[src/rtl/card_board_cursor.sv]
// card_board_cursor
//   Holds the 16-slot memory-match board, turns debounced buttons into a
//   4x4 grid cursor plus a filtered card-select handshake, and serves a
//   registered read port for the display renderer.
//
// Ports:
//   Clk, Reset          clock; asynchronous active-high reset
//   WriteEnable         board write strobe from gameplay
//   dataLoc[3:0]        slot written, {row, col}
//   dataOut[5:0]        slot contents {status, value}
//                       status: 00 face-up, 01 hidden, 10 removed, 11 reserved
//   BtnUp/Down/Left/Right, BtnCenter   debounced level buttons
//   Select              card-select level to gameplay
//   CardSelectLoc[3:0]  slot of the selected card
//   CardSelectData[5:0] board contents of that slot at selection time
//   Cursor[3:0]         current cursor slot
//   RdLoc[3:0]          display read address
//   RdData[5:0]         display read data (1-cycle latency, no write bypass)
//
// Build option:
//   CURSOR_SKIP_REMOVED_EN  when defined, a move steps over removed slots
//                           (up to 3 positions); otherwise every move is one step.
module card_board_cursor (
  input  logic       Clk,
  input  logic       Reset,
  input  logic       WriteEnable,
  input  logic [3:0] dataLoc,
  input  logic [5:0] dataOut,
  input  logic       BtnUp,
  input  logic       BtnDown,
  input  logic       BtnLeft,
  input  logic       BtnRight,
  input  logic       BtnCenter,
  output logic       Select,
  output logic [3:0] CardSelectLoc,
  output logic [5:0] CardSelectData,
  output logic [3:0] Cursor,
  input  logic [3:0] RdLoc,
  output logic [5:0] RdData
);

  localparam logic [0:0] ST_IDLE = 1'b0;
  localparam logic [0:0] ST_HOLD = 1'b1;

  localparam logic [1:0] DIR_UP    = 2'd0;
  localparam logic [1:0] DIR_DOWN  = 2'd1;
  localparam logic [1:0] DIR_LEFT  = 2'd2;
  localparam logic [1:0] DIR_RIGHT = 2'd3;

  localparam logic [1:0] STATUS_HIDDEN  = 2'b01;
  localparam logic [1:0] STATUS_REMOVED = 2'b10;

  logic [5:0] board [16];
  logic [0:0] state;

  // Button vector order: {center, right, left, down, up}
  logic [4:0] btn_now;
  logic [4:0] btn_prev;
  logic [4:0] btn_rise;

  logic [5:0] eff_data;
  logic       sel_ok;
  logic       move_valid;
  logic [1:0] move_dir;
  logic [3:0] next_cursor;

  assign btn_now  = {BtnCenter, BtnRight, BtnLeft, BtnDown, BtnUp};
  assign btn_rise = btn_now & ~btn_prev;

  // Step n positions from loc in dir; 2-bit row/col arithmetic wraps mod 4.
  function automatic logic [3:0] step_pos(input logic [3:0] loc,
                                          input logic [1:0] dir,
                                          input logic [1:0] n);
    logic [1:0] row;
    logic [1:0] col;
    row = loc[3:2];
    col = loc[1:0];
    case (dir)
      DIR_UP:    row = row - n;
      DIR_DOWN:  row = row + n;
      DIR_LEFT:  col = col - n;
      default:   col = col + n;
    endcase
    return {row, col};
  endfunction

  // A write landing on the cursor slot in the same cycle is what gets selected.
  always_comb begin
    eff_data = board[Cursor];
    if (WriteEnable && (dataLoc == Cursor)) begin
      eff_data = dataOut;
    end
  end

  assign sel_ok = (state == ST_IDLE) && btn_rise[4] && (eff_data[5:4] == STATUS_HIDDEN);

  // A center edge swallows any coincident direction edge, selected or not.
  always_comb begin
    move_valid = 1'b0;
    move_dir   = DIR_UP;
    if ((state == ST_IDLE) && !btn_rise[4]) begin
      if (btn_rise[0]) begin
        move_valid = 1'b1;
        move_dir   = DIR_UP;
      end else if (btn_rise[1]) begin
        move_valid = 1'b1;
        move_dir   = DIR_DOWN;
      end else if (btn_rise[2]) begin
        move_valid = 1'b1;
        move_dir   = DIR_LEFT;
      end else if (btn_rise[3]) begin
        move_valid = 1'b1;
        move_dir   = DIR_RIGHT;
      end
    end
  end

`ifdef CURSOR_SKIP_REMOVED_EN
  logic [3:0] cand;
  logic       found;

  // Candidates are checked against stored contents; first non-removed wins.
  always_comb begin
    next_cursor = Cursor;
    cand        = Cursor;
    found       = 1'b0;
    if (move_valid) begin
      for (int unsigned n = 1; n <= 3; n++) begin
        cand = step_pos(Cursor, move_dir, n[1:0]);
        if (!found && (board[cand][5:4] != STATUS_REMOVED)) begin
          next_cursor = cand;
          found       = 1'b1;
        end
      end
    end
  end
`else
  always_comb begin
    next_cursor = Cursor;
    if (move_valid) begin
      next_cursor = step_pos(Cursor, move_dir, 2'd1);
    end
  end
`endif

  // Board storage and display read port
  always_ff @(posedge Clk or posedge Reset) begin
    if (Reset) begin
      for (int unsigned i = 0; i < 16; i++) begin
        board[i] <= '0;
      end
      RdData <= '0;
    end else begin
      if (WriteEnable) begin
        board[dataLoc] <= dataOut;
      end
      RdData <= board[RdLoc];
    end
  end

  // Edge history resets high so buttons held through reset do not fire.
  always_ff @(posedge Clk or posedge Reset) begin
    if (Reset) begin
      btn_prev <= '1;
      Cursor   <= '0;
    end else begin
      btn_prev <= btn_now;
      Cursor   <= next_cursor;
    end
  end

  // Select handshake
  always_ff @(posedge Clk or posedge Reset) begin
    if (Reset) begin
      state          <= ST_IDLE;
      Select         <= 1'b0;
      CardSelectLoc  <= '0;
      CardSelectData <= '0;
    end else begin
      if (state == ST_IDLE) begin
        if (sel_ok) begin
          state          <= ST_HOLD;
          Select         <= 1'b1;
          CardSelectLoc  <= Cursor;
          CardSelectData <= eff_data;
        end
      end else begin
        if (!BtnCenter) begin
          state  <= ST_IDLE;
          Select <= 1'b0;
        end
      end
    end
  end

endmodule

[config.mk]
export PLATFORM = sky130hd
export DESIGN_NAME = card_board_cursor
export DESIGN_NICKNAME = d
export VERILOG_FILES = /design/src/rtl/card_board_cursor.sv
export SDC_FILE = /design/constraint.sdc
export NUM_CORES = 1
export LEC_CHECK = 0
export ABC_CLOCK_PERIOD_IN_PS = 5200
export BUFFER_PORTS_ARGS = -buffer_cell sky130_fd_sc_hd__buf_4
export CAP_MARGIN = 5
export CORE_UTILIZATION = 40
export CTS_BUF_LIST = sky130_fd_sc_hd__clkbuf_4 sky130_fd_sc_hd__clkbuf_8
export DETAILED_ROUTE_END_ITERATION = 10
export SLEW_MARGIN = 40
export SYNTH_ARGS = -nofsm -noshare
export SYNTH_HDL_FRONTEND = slang
export SYNTH_SLANG_ARGS = --single-unit
[constraint.sdc]
create_clock -name Clk -period 5.2 [get_ports Clk]
set_input_delay 1.04 -clock Clk [delete_from_list [all_inputs] [get_ports Clk]]
set_output_delay 1.04 -clock Clk [all_outputs]
set_load 0.01 [all_outputs]
==> metrics.txt, run 1 <==
crit path max fanout 21; Avg Cell Area, Syn 14.3 um2; first-pass GRT wire length 25900 um; largest net degree at the start of global routing 46; run status completed; Finish-stage setup viols 0; total gr overflow 0; antenna cells 0; Worst path max stage delay 0.76 ns; Core Area 15800 um2; final hold slack 0.500 ns; Skew-Pair Late Insertion Delay 0.44 ns; maximum clock rate 352 MHz; Yosys reg bits 123; kind of critical path register to register; Max-Cap Viols 0; worst clock skew 0.0116 ns; Unique masters post-synth 48; vias in the first global route 4312; Pleak 2.99 nW; layout cells sized above 1 49.5%; Synthesized Nets 475; register area share after synthesis 47.6%; Nets 509; WL final 16700 um; CTS Buffer Depth 2; Post-Syn Area 6480 um2; root buffer cell clkbuf_8; Final TNS setup 0 ns; number of buffers and inverters on the critical path 1; WL per Instance 23.4 um; Synth Instances 453; Iter 0 DRT Violations 338; cts bufs inserted 17; worst path required time 5.51 ns; Vias/cell 5.82; clk sinks 123; Hold Violations, Final 0; worst slew pin tran 0.789 ns; CP top delay family compound AO/OA/AOI/OAI gates; area delta synth->final 13.7%; yosys warns 0; initial antenna violation count 0; Post-DRT Antenna Nets 0; Yosys top cell by area dfrtp_1; final instance area 7370 um2; crit end category register; Placer Congestion 0.791; Die Wd 129 um; hpwl dp 11000 um; H-tree Lvls 4; Final period util 54.6%; fin crit period 2.84 ns; CTS tree done; Ports 43; Area after DPL 6970 um2; Design Power 3.63 mW; CP Launch Type register; All-Layer GR Usage 21.8%; die area 16700 um2; Residual DRC 0; hold crit path type register to register; share of the synthesized area in the top cell type 45.6%; Max-slew headroom 47.3%; Initial Util 40.9%; post_cts resized 0; Core Rows 46; DP Cell Count 684; Buffers on Ports 42; Area contributors post-synth dfrtp_1 (46%), mux4_2 (17%), mux2_2 (16%); crit path DAT 3.15 ns; hold_buf cts 0; Vias 4159; postcts setup bufs 0; die height 129 um; Initial DRT Pass Iterations 5; Worst path slowest cell dfrtp_1; Max VDD drop 0.188 mV; cells along the critical path buf_4 -> xnor2_1 -> and2_1 -> a31oi_2 -> mux2i_1 -> o211ai_1; pwr/cell area 493 nW/um2; RSZ-0062 raised after global routing no; Reg clk slew, reported paths 0.07 ns; post-route insts no fill 715; Slew Viols, Final 0
cell usage after synthesis (all sizes together):
| cell type | number |
|---|---|
| dfrtp | 118 |
| mux2 | 94 |
| mux4 | 50 |
| nand2 | 18 |
| clkbuf | 17 |
| nor2 | 16 |
| buf | 14 |
| inv | 9 |
| mux2i | 8 |
| nand2b | 8 |
| and3 | 7 |
| nand3b | 7 |
| nand4 | 7 |
| o311ai | 7 |
| xnor2 | 7 |
| o211ai | 6 |
| o21ai | 6 |
| or3 | 6 |
| dfstp | 5 |
| nor2b | 5 |
| or3b | 5 |
| nor3b | 4 |
| a2111oi | 3 |
| a31oi | 3 |
| nand3 | 3 |
| xor2 | 3 |
| and2 | 2 |
| nor3 | 2 |
| o2111ai | 2 |
| a2111o | 1 |
| a21o | 1 |
| a221oi | 1 |
| a41o | 1 |
| a41oi | 1 |
| and4 | 1 |
| clkinv | 1 |
| nor4 | 1 |
| nor4b | 1 |
| o21a | 1 |
| o21bai | 1 |
final timing paths:
| path | endpoint | slack, ns | start | cells after the start |
|---|---|---|---|---|
| hold reg to reg | CardSelectData[5] | 0.50 | CardSelectData[5] | 1 |
| hold / removal | CardSelectData[5] | 0.50 | CardSelectData[5] | 1 |
| max in group asynchronous | Cursor[1] | 3.57 | Reset | 3 |
| setup / recovery | CardSelectData[2] | 2.36 | Cursor[0] | 6 |
| min in group asynchronous | board[25] | 0.63 | Reset | 2 |
| setup reg to reg | CardSelectData[2] | 2.36 | Cursor[0] | 6 |
metal layers:
layer / share of wire, % / GRT usage, %
met1: 44 / 31.1
met2: 46 / 31.1
met3: 8.1 / 6.03
met4: 1.5 / 9.76
met5: 0 / 0
registers in the layout (all words and copies together) (netlist names):
signal and cells:
board 96, Cursor 4, Select 1, CardSelectData 6, btn_prev 5, CardSelectLoc 4
state 1, RdData 6
per-stage QoR:
step	utilization, %	worst slack, ns
global placement	43.9	2.11
CTS	46.5	2.34
global route	46.5	2.13
detailed placement	44.0	2.01
finish	46.5	2.36
floorplan	-	0.897
worst reg2reg max path, delay by kind of cell (launching register included):
kind / cells / cell delay, ns
xor gates and xnor gates: 1 / 0.13
DFF: 1 / 0.76
muxes: 1 / 0.27
and+or+nand+nor: 1 / 0.28
AOI/OAI and AO/OA: 2 / 0.82
buffers and inverters: 1 / 0.46
area by class of cell:
class	instances	area, um2
tap	216	270
multi-input combinational	289	3240
sequential	123	3090
timing repair buffer	46	345
clock buffer	21	264
inverter	10	40.0
clock inverter	10	125
fill	1379	8460
cells in the final DEF (no fill, tap or decap), types with 2 or more instances in the layout:
master / synthesis / layout
o311ai_1: 7 / 7
o21ai_1: 2 / 2
dfrtp_1: 118 / 117
xnor2_1: 7 / 7
clkbuf_4: 0 / 4
and2_1: 2 / 2
nand3b_1: 7 / 7
nor2_2: 0 / 9
a2111oi_2: 2 / 2
or3b_1: 5 / 5
dfstp_2: 5 / 5
bufinv_16: 0 / 3
inv_1: 8 / 7
nor3b_1: 4 / 4
nor2b_1: 5 / 5
xor2_1: 3 / 3
mux4_2: 50 / 50
o2111ai_1: 2 / 2
buf_4: 4 / 46
a31oi_2: 2 / 2
o211ai_1: 6 / 6
clkinv_2: 0 / 7
nand2_1: 18 / 18
mux2_2: 94 / 94
nand4_1: 7 / 7
nand2b_1: 7 / 7
clkbuf_8: 0 / 17
and3_1: 7 / 7
nand3_1: 3 / 3
or3_1: 6 / 6
mux2i_1: 8 / 8
nor2_1: 16 / 7
o21ai_0: 4 / 4
report_power, final:
part	switching [mW]	total [mW]	leakage (nW)	internal, mW
clock network	0.369	0.855	0.210	0.486
registers	0.236	1.43	1.48	1.19
logic	0.637	1.35	1.30	0.713
cell families (layout without fill, tap and decap cells):
family,count (synthesis),count (layout),share of synthesized area [%]
flip-flops,123,123,47.6
buffers and inverters,41,87,2.86
AND/OR/NAND/NOR,93,93,8.40
XOR/XNOR,10,10,1.35
multiplexers,152,152,35.0
AO/OA/AOI/OAI,34,34,4.81
Power figures use the tool's default switching activity.
==> run 2: changes to the inputs <==
- ABC_CLOCK_PERIOD_IN_PS: 5200 -> 3000
- clock period: 5.2 -> 3 ns (I/O delays scaled with it)
==> metrics.txt, run 2 (same netlist as run 1, synthesis figures left out) <==
worst-case reg-to-reg path depth 6; Nets 524; hold_buf cts 0; CTS tree done; Die Wd 129 um; vias in the first global route 4388; Worst path max stage delay 0.52 ns; Vias 4254; R2R Setup Slk 0.66 ns; largest net degree at the start of global routing 64; die height 129 um; most frequent cells in the layout dfrtp_1 (118), mux2_2 (94), buf_4 (57); Filler Cells Inserted 1398; worst slew pin tran 0.846 ns; Slew Viols, Final 0; Initial Util 40.9%; Reg clk slew, reported paths 0.08 ns; most used cell, CP nand4_1; clk sinks 123; Initial DRT Pass Iterations 4; All-Layer GR Usage 22.3%; die area 16700 um2; Max-Cap Viols 0; post-route insts no fill 731; Max VDD drop 0.313 mV; pwr/cell area 865 nW/um2; Iter 0 DRT Violations 290; DP Cell Count 699; Residual DRC 0; worst path required time 3.31 ns; antenna cells 0; Core Rows 46; Hold Violations, Final 0; Pleak 3.09 nW; post_cts resized 0; Worst path slowest cell dfrtp_1; most common library cell in the layout ignoring fill and taps dfrtp_1; run status completed; Finish-stage setup viols 0; WL final 16900 um; initial antenna violation count 0; first-pass GRT wire length 26600 um; Core Area 15800 um2; Biggest register board; Setup crit end CardSelectData[3]; maximum clock rate 427 MHz; Max-slew headroom 43.4%; worst clock skew 0.00930 ns; crit end category register; layout cells sized above 1 48.9%; H-tree Lvls 4; Worst Setup SP Cursor[0]; Ports 43; Vias/cell 5.82; cells along the critical path buf_12 -> or3b_1 -> nand4_1 -> nand4_1 -> o311ai_1 -> o211ai_1; Final TNS setup 0 ns; Buffers on Ports 42; Placer Congestion 0.816; area delta synth->final 16.4%; Post-DRT Antenna Nets 0; CP Launch Type register; RSZ-0062 raised after global routing no; total gr overflow 0; root buffer cell clkbuf_8; Final period util 78.1%; crit path DAT 2.66 ns; Largest regs board x96, CardSelectData x6, RdData x6; hold crit path type input port to async pin; postcts setup bufs 0; CTS Buffer Depth 2; crit path max fanout 19; cts bufs inserted 17; fin crit period 2.34 ns; WL per Instance 23.2 um; RR Endpoint CardSelectData[3]; Largest register FFs 96; kind of critical path register to register; Skew-Pair Late Insertion Delay 0.44 ns; hpwl dp 11500 um; R2R Path Start Cursor[0]
## run 2: changes by cell type in the layout (fill, tap and decap cells not counted), moves of 3 or more
| cell | change |
|---|---|
| clkbuf_4 | -3 |
| nor2_2 | -9 |
| buf_4 | +11 |
| clkinvlp_4 | +3 |
| buf_12 | +4 |
| nor2_1 | +9 |
## run 2: through the flow
stage          hold WS (ns)  utilization (%)  setup WS (ns)  power, mW  instance area (um2)
4_1_cts               0.221             47.6          0.677       6.56                 7540
3_5_place_dp          0.468             44.9          0.604       4.94                 7110
3_3_place_gp          0.470             44.9          0.682       4.86                 7110
5_1_grt               0.241             47.6          0.540       6.87                 7540
2_1_floorplan         0.474                -          0.669       4.14                 6480
6_report              0.230             47.6          0.656       6.52                 7540
## run 2: how the worst min path moves through the flow
stage	to	slack, ns
after detailed placement	CardSelectData[4]	0.47
after CTS	board[31]	0.22
after global placement	CardSelectData[4]	0.47
final	board[31]	0.23
after global routing	board[31]	0.24
after floorplan	state	0.47
## run 2: layout make-up
class                   instances  area (um2)  share of cell area, %
multi-input cells             289        3210                   42.5
flip-flops and latches        123        3080                   40.9
repair buffers                 61         508                   6.74
well taps                     216         270                   3.58
clock buffers                  19         255                   3.38
clock inverters                13         174                   2.31
inverters                      10        41.3                  0.548
## run 2: critical path: cells and delay by family, from the launching register on
kind                   cells  cell delay, ns
AOI/OAI and AO/OA          2            0.55
buffers and inverters      1            0.24
and+or+nand+nor            3            0.89
DFF                        1            0.52
## run 2: per-layer routing
metal	wire, um	vias up	track usage, %
li1	-	1838	-
met1	7670	2231	31.0
met4	388	0	8.44
met3	986	25	4.71
met2	7900	160	34.4
met5	0	-	0
## run 2: power breakdown
group | switching, mW | internal [mW] | leakage (nW)
Clock | 0.685 | 0.928 | 0.218
Combinational | 1.17 | 1.32 | 1.40
Sequential | 0.357 | 2.07 | 1.48
Total | 2.21 | 4.31 | 3.09
